`src/rtl/ramen_pkg.sv`:
```
// Shared state encoding and sizing constants for the ramen timer run-control stage.
package ramen_pkg;

  typedef enum logic [2:0] {
    IDLE,
    RUN,
    PAUSE,
    DONE,
    ERROR
  } state_t;

  localparam int unsigned CLK_HZ_DEFAULT = 10000;
  localparam int unsigned ELAPSED_W      = 12;

  // Debounce window in clock cycles, never shorter than one cycle.
  function automatic int unsigned deb_cycles(input int unsigned clk_hz, input int unsigned ms);
    int unsigned c;
    c = (clk_hz * ms) / 1000;
    return (c == 0) ? 32'd1 : c;
  endfunction

endpackage

```
`src/rtl/key_debounce.sv`:
```
// Raw active-low key -> 2-flop synchronizer -> stability filter -> one-cycle press pulse.
module key_debounce
  import ramen_pkg::*;
#(
  parameter int unsigned DEB_CYC = 2
) (
  input  logic clk,
  input  logic rst_n,
  input  logic i_key_n,
  output logic o_press
);

  localparam int unsigned CNT_W = (DEB_CYC > 1) ? $clog2(DEB_CYC) : 1;

  logic             r_sync1;
  logic             r_sync2;
  logic             r_level;
  logic             r_level_d;
  logic             r_press;
  logic [CNT_W-1:0] r_cnt;

  // Level follows the synchronized key only after DEB_CYC consecutive differing cycles.
  always_ff @(posedge clk or negedge rst_n) begin
    if (!rst_n) begin
      r_sync1   <= 1'b1;
      r_sync2   <= 1'b1;
      r_level   <= 1'b1;
      r_level_d <= 1'b1;
      r_press   <= 1'b0;
      r_cnt     <= '0;
    end else begin
      r_sync1   <= i_key_n;
      r_sync2   <= r_sync1;
      r_level_d <= r_level;
      r_press   <= r_level_d & ~r_level;
      if (r_sync2 == r_level) begin
        r_cnt <= '0;
      end else if (r_cnt == CNT_W'(DEB_CYC - 1)) begin
        r_level <= r_sync2;
        r_cnt   <= '0;
      end else begin
        r_cnt <= r_cnt + 1'b1;
      end
    end
  end

  assign o_press = r_press;

endmodule

```
`src/rtl/ramen_timer_ctrl.sv`:
```
// Start/pause/clear run control feeding the elapsed-time digit chain: second tick,
// chain clear, brew-target completion with blinking alarm, and overflow error.
module ramen_timer_ctrl
  import ramen_pkg::*;
#(
  parameter int unsigned CLK_HZ      = CLK_HZ_DEFAULT,
  parameter int unsigned DEBOUNCE_MS = 20,
  parameter int unsigned TARGET_SEC  = 180,
  parameter int unsigned BLINK_HZ    = 2
) (
  input  logic                 clk,
  input  logic                 rst_n,
  input  logic                 key_start_n,
  input  logic                 key_clear_n,
  input  logic                 ovf_in,
  output logic                 sec_tick,
  output logic                 chain_clr,
  output logic [ELAPSED_W-1:0] elapsed_sec,
  output logic                 run_led,
  output logic                 pause_led,
  output logic                 alarm_led
);

  localparam int unsigned DEB_CYC  = deb_cycles(CLK_HZ, DEBOUNCE_MS);
  localparam int unsigned HALF_RAW = CLK_HZ / (2 * BLINK_HZ);
  localparam int unsigned HALF     = (HALF_RAW == 0) ? 1 : HALF_RAW;
  localparam int unsigned PRESC_W  = (CLK_HZ > 1) ? $clog2(CLK_HZ) : 1;
  localparam int unsigned BLINK_W  = (HALF > 1) ? $clog2(HALF) : 1;

  state_t               r_state;
  logic [PRESC_W-1:0]   r_presc;
  logic [BLINK_W-1:0]   r_blink;
  logic [ELAPSED_W-1:0] r_elapsed;
  logic                 r_chain_clr;
  logic                 r_alarm;

  logic                 w_start;
  logic                 w_clear;
  logic                 w_tick;
  logic                 w_hit;
  logic [ELAPSED_W-1:0] w_elapsed_inc;

  key_debounce #(.DEB_CYC(DEB_CYC)) u_key_start (
    .clk     (clk),
    .rst_n   (rst_n),
    .i_key_n (key_start_n),
    .o_press (w_start)
  );

  key_debounce #(.DEB_CYC(DEB_CYC)) u_key_clear (
    .clk     (clk),
    .rst_n   (rst_n),
    .i_key_n (key_clear_n),
    .o_press (w_clear)
  );

  assign w_tick        = (r_state == RUN) && (r_presc == PRESC_W'(CLK_HZ - 1));
  assign w_elapsed_inc = r_elapsed + 1'b1;
  assign w_hit         = (w_elapsed_inc == ELAPSED_W'(TARGET_SEC));

  // Priority inside each state: ovf_in > clear press > tick > start press.
  always_ff @(posedge clk or negedge rst_n) begin
    if (!rst_n) begin
      r_state     <= IDLE;
      r_presc     <= '0;
      r_blink     <= '0;
      r_elapsed   <= '0;
      r_chain_clr <= 1'b0;
      r_alarm     <= 1'b0;
    end else begin
      r_chain_clr <= 1'b0;
      case (r_state)
        IDLE: begin
          if (w_clear) begin
            r_chain_clr <= 1'b1;
            r_elapsed   <= '0;
          end else if (w_start) begin
            r_state <= RUN;
            r_presc <= '0;
          end
        end
        RUN: begin
          if (ovf_in) begin
            r_state <= ERROR;
            r_alarm <= 1'b1;
          end else if (w_clear) begin
            r_state     <= IDLE;
            r_chain_clr <= 1'b1;
            r_elapsed   <= '0;
            r_presc     <= '0;
          end else if (w_tick) begin
            r_presc   <= '0;
            r_elapsed <= w_elapsed_inc;
            if (w_hit) begin
              r_state <= DONE;
              r_blink <= '0;
              r_alarm <= 1'b1;
            end else if (w_start) begin
              r_state <= PAUSE;
            end
          end else if (w_start) begin
            r_state <= PAUSE;
          end else begin
            r_presc <= r_presc + 1'b1;
          end
        end
        PAUSE: begin
          if (w_clear) begin
            r_state     <= IDLE;
            r_chain_clr <= 1'b1;
            r_elapsed   <= '0;
            r_presc     <= '0;
          end else if (w_start) begin
            r_state <= RUN;
          end
        end
        DONE: begin
          if (w_clear || w_start) begin
            r_state     <= IDLE;
            r_chain_clr <= 1'b1;
            r_elapsed   <= '0;
            r_presc     <= '0;
            r_blink     <= '0;
            r_alarm     <= 1'b0;
          end else if (r_blink == BLINK_W'(HALF - 1)) begin
            r_blink <= '0;
            r_alarm <= ~r_alarm;
          end else begin
            r_blink <= r_blink + 1'b1;
          end
        end
        ERROR: begin
          if (w_clear) begin
            r_state     <= IDLE;
            r_chain_clr <= 1'b1;
            r_elapsed   <= '0;
            r_presc     <= '0;
            r_alarm     <= 1'b0;
          end
        end
        default: r_state <= IDLE;
      endcase
    end
  end

  assign sec_tick    = w_tick;
  assign chain_clr   = r_chain_clr;
  assign elapsed_sec = r_elapsed;
  assign run_led     = (r_state == RUN);
  assign pause_led   = (r_state == PAUSE);
  assign alarm_led   = r_alarm;

endmodule

```
`config.mk`:
```
export PLATFORM = sky130hd
export DESIGN_NAME = ramen_timer_ctrl
export DESIGN_NICKNAME = d
export VERILOG_FILES = /design/src/rtl/ramen_pkg.sv /design/src/rtl/key_debounce.sv /design/src/rtl/ramen_timer_ctrl.sv
export SDC_FILE = /design/constraint.sdc
export NUM_CORES = 1
export LEC_CHECK = 0
export ABC_CLOCK_PERIOD_IN_PS = 2800
export CAP_MARGIN = 10
export CELL_PAD_IN_SITES_DETAIL_PLACEMENT = 1
export CELL_PAD_IN_SITES_GLOBAL_PLACEMENT = 1
export CORE_AREA = 2 2 92 94
export CTS_CLUSTER_SIZE = 12
export DETAILED_ROUTE_END_ITERATION = 10
export DIE_AREA = 0 0 94 96
export GPL_ROUTABILITY_DRIVEN = 0
export GPL_TIMING_DRIVEN = 0
export MAX_ROUTING_LAYER = met4
export PLACE_DENSITY_LB_ADDON = 0.3
export SLEW_MARGIN = 30
export SYNTH_ARGS = -nofsm -noshare
export SYNTH_HDL_FRONTEND = slang
export SYNTH_SLANG_ARGS = --single-unit
```
`constraint.sdc`:
```
create_clock -name clk -period 2.8 [get_ports clk]
set_input_delay 0.42 -clock clk [delete_from_list [all_inputs] [get_ports clk]]
set_output_delay 0.42 -clock clk [all_outputs]
set_load 0.01 [all_outputs]
```
# Word level (Yosys, flattened, before mapping)
# Cells that the tools add are included.
[classes] add_sub_neg=5 n_eq_ne=27 mux=49 n_bitwise=7 reduce_logical=16
[ops] operator="12-bit two-way mux" count=11
[ops] operator="14-bit two-way mux" count=8
[ops] operator="14-bit case mux with 4 select lines" count=1
[ops] operator="12-bit case mux with 3 select lines" count=1
[ops] operator="8-bit two-way mux" count=4
[ops] operator="3-bit two-way mux" count=10
[ops] operator="12-bit by 1-bit adder with 12-bit output (second input constant)" count=2
[ops] operator="12-bit case mux with 2 select lines" count=1
[ops] operator="8-bit by 1-bit adder with 8-bit output (second input constant)" count=2
[ops] operator="8-bit equality test (second input constant)" count=2
[ops] operator="3-bit case mux with 5 select lines" count=1
[ops] operator="14-bit by 1-bit adder with 14-bit output (second input constant)" count=1
[ops] operator="14-bit equality test (second input constant)" count=1
[ops] operator="12-bit equality test (second input constant)" count=1
[ops] operator="12-bit by 8-bit equality test with 1-bit output (second input constant)" count=1
[ops] operator="1-bit two-way mux" count=10
[ops] operator="2-bit by 1-bit != test with 1-bit output (second input constant)" count=5
[ops] operator="2-bit != test (second input constant)" count=5
[ops] operator="5-bit AND reduction" count=2
[ops] operator="3-bit != test (second input constant)" count=3
[ops] operator="7-bit AND reduction" count=1
[ops] operator="3-bit by 2-bit equality test with 1-bit output (second input constant)" count=2
[ops] operator="3-bit by 2-bit != test with 1-bit output (second input constant)" count=2
[ops] operator="1-bit case mux with 3 select lines" count=2
[ops] operator="other kinds (17)" count=25
[word_totals] register_bits=69 inputBits=5 out_inout_bits=17 word_cells=122

# Logic depth before layout (Yosys ltp)
[logic_depth] word_depth=7 depth_mapped=8 depth_no_buf=7

# Modules after synthesis
# Synthesis repeated with hierarchy kept, for this count alone.
[hier_totals] hier_cells=369 hier_area_um2=3632.2
[by_module_without_submodules] mod="ramen_timer_ctrl" instances=1 cells_per_inst=275 area_per_inst_um2=2506.2 seq_area_each_um2=1076.0
[by_module_without_submodules] mod="key_debounce" instances=2 cells_per_inst=47 area_per_inst_um2=563.0 seq_area_each_um2=330.3

# Worst setup path after synthesis
# OpenSTA, ideal clock, no wires.
[synth_path] path_kind="reg2reg" start="register r_elapsed[2] (netlist: elapsed_sec[2])" end="register r_blink[11]" setup_time_ps=126 arrival_time_ps=1952 required_time_ps=2674 setup_slack_ps=722 path_stages_with_launch=7 path_buffers=0 period_less_slack_ps=2078 cell_sequence="dfrtp_1 > nand3_2 > or3_4 > o31ai_2 > and3_2 > a21boi_2 > a221o_1"
[synth_between] elab_chain_cells=4
[synth_lines] element="start, declared" line_no="ramen_timer_ctrl.sv:33" text="logic [ELAPSED_W-1:0] r_elapsed;"
[synth_lines] element="start signal, assigned" line_no="ramen_timer_ctrl.sv:93" text="r_elapsed <= w_elapsed_inc;"
[synth_lines] element="12-bit by 1-bit adder with 12-bit output" line_no="ramen_timer_ctrl.sv:58" text="assign w_elapsed_inc = r_elapsed + 1'b1;"
[synth_lines] element="12-bit by 8-bit equality test with 1-bit output" line_no="ramen_timer_ctrl.sv:59" text="assign w_hit = (w_elapsed_inc == ELAPSED_W'(TARGET_SEC));"
[synth_lines] element="2-bit by 1-bit != test with 1-bit output (no line)"
[synth_lines] element="5-bit AND reduction (no line)"
[synth_lines] element="end signal, assigned" line_no="ramen_timer_ctrl.sv:129" text="r_blink <= r_blink + 1'b1;"
[synth_lines] element="end, declared" line_no="ramen_timer_ctrl.sv:32" text="logic [BLINK_W-1:0] r_blink;"
# No other way between the ends.
# A chain may end at the register's enable or synchronous reset.

# Final worst setup path
[layout_path] start="register r_presc[0]" end="output port sec_tick"
[layout_between] elab_chain_cells=2
[layout_lines] element="start, declared" line_no="ramen_timer_ctrl.sv:31" text="logic [PRESC_W-1:0] r_presc;"
[layout_lines] element="start signal, assigned" line_no="ramen_timer_ctrl.sv:104" text="r_presc <= r_presc + 1'b1;"
[layout_lines] element="14-bit equality test" line_no="ramen_timer_ctrl.sv:57" text="assign w_tick = (r_state == RUN) && (r_presc == PRESC_W'(CLK_HZ - 1));"
[layout_lines] element="1-bit logical AND" line_no="ramen_timer_ctrl.sv:57"
[layout_lines] element="end, declared" line_no="ramen_timer_ctrl.sv:16" text="output logic sec_tick,"
# No other way between the ends.

==> impl_summary.md <==
Critical path
Counting both buffers and inverters, the worst setup path holds a total of 1. The worst stage delay on the critical path is 0.60 ns. The critical path is of the reg2out type. The worst reg-to-reg setup slack is 0.30 ns. The count of cells along the worst register-to-register path is 6.

The type of element launching the critical path is a flip-flop. STA puts the critical path data arrival time at 2.24 ns. The cell family contributing the most delay on the critical path is simple AND/OR/NAND/NOR gates.

The critical path goes through ha_1 -> and3_1 -> nand4_1 -> nor3_1 -> clkdlybuf4s50_1. Of all nets on the critical path, the largest fanout is 4. The cell with the largest stage delay on the worst path is sky130_fd_sc_hd__clkdlybuf4s50_1. The data required time of the critical path is 2.38 ns.

The source of the worst register-to-register timing path is elapsed_sec[2]. The endpoint kind of the worst setup timing path is an output port. The endpoint identified for the worst register-to-register timing path is r_blink[0].

CTS
The post-CTS repair timing setup buffer count is 0. The later pin in the worst-skew pair is clocked with a latency of approximately 0.34 ns. The post-cts hold buffer count is 1. The sink count of the clock tree is 69. Once the clock tree was built, the resizer swapped 0 gates to a different size. The depth of the CTS H-tree is 3. Clock tree synthesis selected as its root buffer the cell sky130_fd_sc_hd__clkbuf_8. The number of buffers between clock root and the deepest sink is 2. Clock-pin slew was measured on the worst setup and hold paths at 0.08 ns.

The number of clock buffers added by TritonCTS is 9. The CTS tree is built.

Placed design
The placed wire-length estimate after detailed placement is 6430 µm. The placed cell count is between 500 and 600. The standard cell area after detailed placement is 4010 µm². The count of buffers added on input and output ports is 21.

Route
The total wirelength of the detailed-routed design is 9030 µm. Across all layers, the routed design uses about 3100 vias. The first detailed-routing pass took 4 iterations.

In the final routed layout, each cell accounts on average for 17.1 µm. In this run, the number of DRC markers left after iteration 0 of detailed routing was 126. The residual DRC count is 0. After detailed routing, the number of vias per cell comes to 5.80. The residual antenna-violating net count after detailed routing is 0.

STA
Setup repair after global routing left no endpoint under its margin. The normalized max-slew margin is 0.534. At the pin with the least slew margin, the transition time is slightly below 0.7 ns. The time the worst path needs with I/O delays and setup is 2.66 ns.

The final setup violation count is 0. The count of final hold-check violations is 0. In the finished design, the share of the clock period the worst path needs comes to 0.951. The total count of max-transition violations in the final report was 0. For the final database, setup skew stands at 0.00950 ns. Timing would allow up to 0.375 GHz.

Job
The count of maximum capacitance violations is 0.

Synth
The number of storage elements in the synthesis netlist is 69. The most used flip-flop cell after synthesis is sky130_fd_sc_hd__dfrtp_1. Yosys printed 0 warnings.

The number of instances in the synthesized netlist is 383. The per-instance average area after synthesis is about 9.5 µm². After synthesis the cells add up to roughly 3600 µm².

Counting every net in the synthesized netlist gives 393. For this run, asynchronously set or reset flops after synthesis account for 1.00. The number of synthesized flops with an enable pin is 0. The number of different library cells used by synthesis comes to 57. The proportion of synthesized chip area in sequential cells is 0.477.

Global route
The via count of the first global-routing pass was about 3200. The initial antenna violation count was 0. The first global-routing pass estimated 15800 µm of wire.

The maximum number of pins on one net before global-route repair is 44. The global-route usage over all layers is 0.230. After global routing the overflow that remains totals 0.

Floorplan
The floorplan step defined a core boundary enclosing approximately 8100 µm². The count of pins on the block boundary is 22. The total die area is 9020 µm². In this run the vertical extent of the chip is ~96 µm. The starting density of the core is 0.452. From left edge to right edge, the die measures 94 µm. The placement row count is 33.

Hold path
The worst min-delay path category is reg2reg. The worst hold path begins at u_key_start.r_sync1. Counting instances, the worst hold path has a depth of 0. The end point of the worst hold path is u_key_start.r_sync2.

Final layout
The proportion of layout cells with a drive suffix above 1 is 0.102. The finished cells cover approximately 4300 µm². Leaving out fill and tap cells, the most frequent cells in the layout are sky130_fd_sc_hd__dfrtp_1, sky130_fd_sc_hd__nor2_1, sky130_fd_sc_hd__nand2_1. The post-layout instance count excluding filler cells is 527.

The area added between synthesis and finish is 17.2%. Once layout is complete, the utilization of the core stands at 0.530. The number of nets in the final layout is 427. The library cell used most frequently in the layout, excluding fill and tap cells, is sky130_fd_sc_hd__dfrtp_1.

The number of antenna diodes in the final layout is 0.

Power and ir drop
The cell leakage power is approximately 1.9 nW. Power spread over the standard cell area amounts to a little under 500 nW/µm². VDD sags by at most 233 µV.

Outcome
The run finished with clean final reports.
==> state kept, by name (all words and copies together), names as in the netlist, 3 cells and up <==
name	flops
r_presc	14
u_key_start.r_cnt	8
r_blink	12
r_state	3
u_key_clear.r_cnt	8
elapsed_sec	12
==> where the power goes <==
group | internal, mW | switching (mW)
logic | 0.0188 | 0.0331
registers | 1.01 | 0.00683
clock network | 0.620 | 0.397
total | 1.65 | 0.437
==> how the worst max path moves through the flow <==
| stage | from | endpoint | slack [ns] | cells after the start |
|---|---|---|---|---|
| floorplan | elapsed_sec[2] | r_blink[11] | 0.72 | 6 |
| global placement | rst_n | elapsed_sec[6] | -1.22 | 1 |
| detailed placement | ovf_in | r_presc[7] | 0.22 | 8 |
| CTS | r_presc[0] | sec_tick | 0.16 | 5 |
| global route | r_presc[11] | sec_tick | 0.07 | 4 |
| finish | r_presc[0] | sec_tick | 0.14 | 5 |
==> kinds of logic after synthesis <==
family / synth area share
adder cells (fa/ha/maj): 0.0172
XOR/XNOR: 0.0529
AND/OR/NAND/NOR: 0.267
buffers and inverters: 0.0248
AO/OA/AOI/OAI: 0.152
flip-flops: 0.477
multiplexers: 0.00928
==> stage by stage <==
step | hold slack (ns) | setup WS [ns] | TNS (ns) | total power [mW]
5_1_grt | 0.359 | 0.0742 | 0 | 2.17
6_report | 0.360 | 0.136 | 0 | 2.08
3_3_place_gp | 0.346 | -1.22 | -77.01 | 1.08
4_1_cts | 0.358 | 0.157 | 0 | 2.10
2_1_floorplan | 0.124 | 0.722 | 0 | 1.05
3_5_place_dp | 0.347 | 0.222 | 0 | 1.09
==> synthesized netlist by cell type (all sizes together) (2+ instances only) <==
cell type / number / share of area
or2: 2 / 0.0034
a211o: 3 / 0.0072
or4: 4 / 0.0083
nor2b: 9 / 0.015
nand3: 24 / 0.034
a21o: 2 / 0.0041
nor4bb: 2 / 0.0055
xnor2: 10 / 0.024
nand2: 31 / 0.032
mux2: 3 / 0.0093
o21ai: 21 / 0.029
o21a: 3 / 0.0062
ha: 5 / 0.017
nand4b: 2 / 0.0048
dfstp: 8 / 0.058
clkbuf: 7 / 0.0072
nand2b: 2 / 0.0034
o31ai: 2 / 0.0055
a21oi: 17 / 0.023
and2: 6 / 0.010
a31oi: 4 / 0.0086
xor2: 12 / 0.029
inv: 9 / 0.0093
buf: 6 / 0.0083
a22o: 2 / 0.0048
nor3: 13 / 0.018
nor2: 38 / 0.039
o21bai: 2 / 0.0041
or3: 8 / 0.015
and4b: 2 / 0.0055
and3: 17 / 0.030
o2111ai: 2 / 0.0048
o31a: 2 / 0.0048
o211ai: 14 / 0.030
nand3b: 2 / 0.0041
nand4: 9 / 0.020
nor4: 8 / 0.014
dfrtp: 61 / 0.42
==> area by class of cell <==
class                           count  area, µm²
Inverter                            9       33.8
Timing Repair Buffer               23        245
Multi-Input combinational cell    292       1810
Sequential cell                    69       1740
Tap cell                          105        131
Clock inverter                      5        108
Buffer                             13       56.3
Fill cell                         941       3790
Clock buffer                       11        141
==> metal layers <==
layer,vias up,GRT usage,part of all wire,wire (µm)
met5,-,-,0,0
met4,0,0.0628,0.010,94
met3,8,0.0470,0.018,159
met2,25,0.367,0.50,4490
met1,1559,0.300,0.47,4290
li1,1466,-,-,-
No activity file was read; power rests on OpenSTA's default activity.
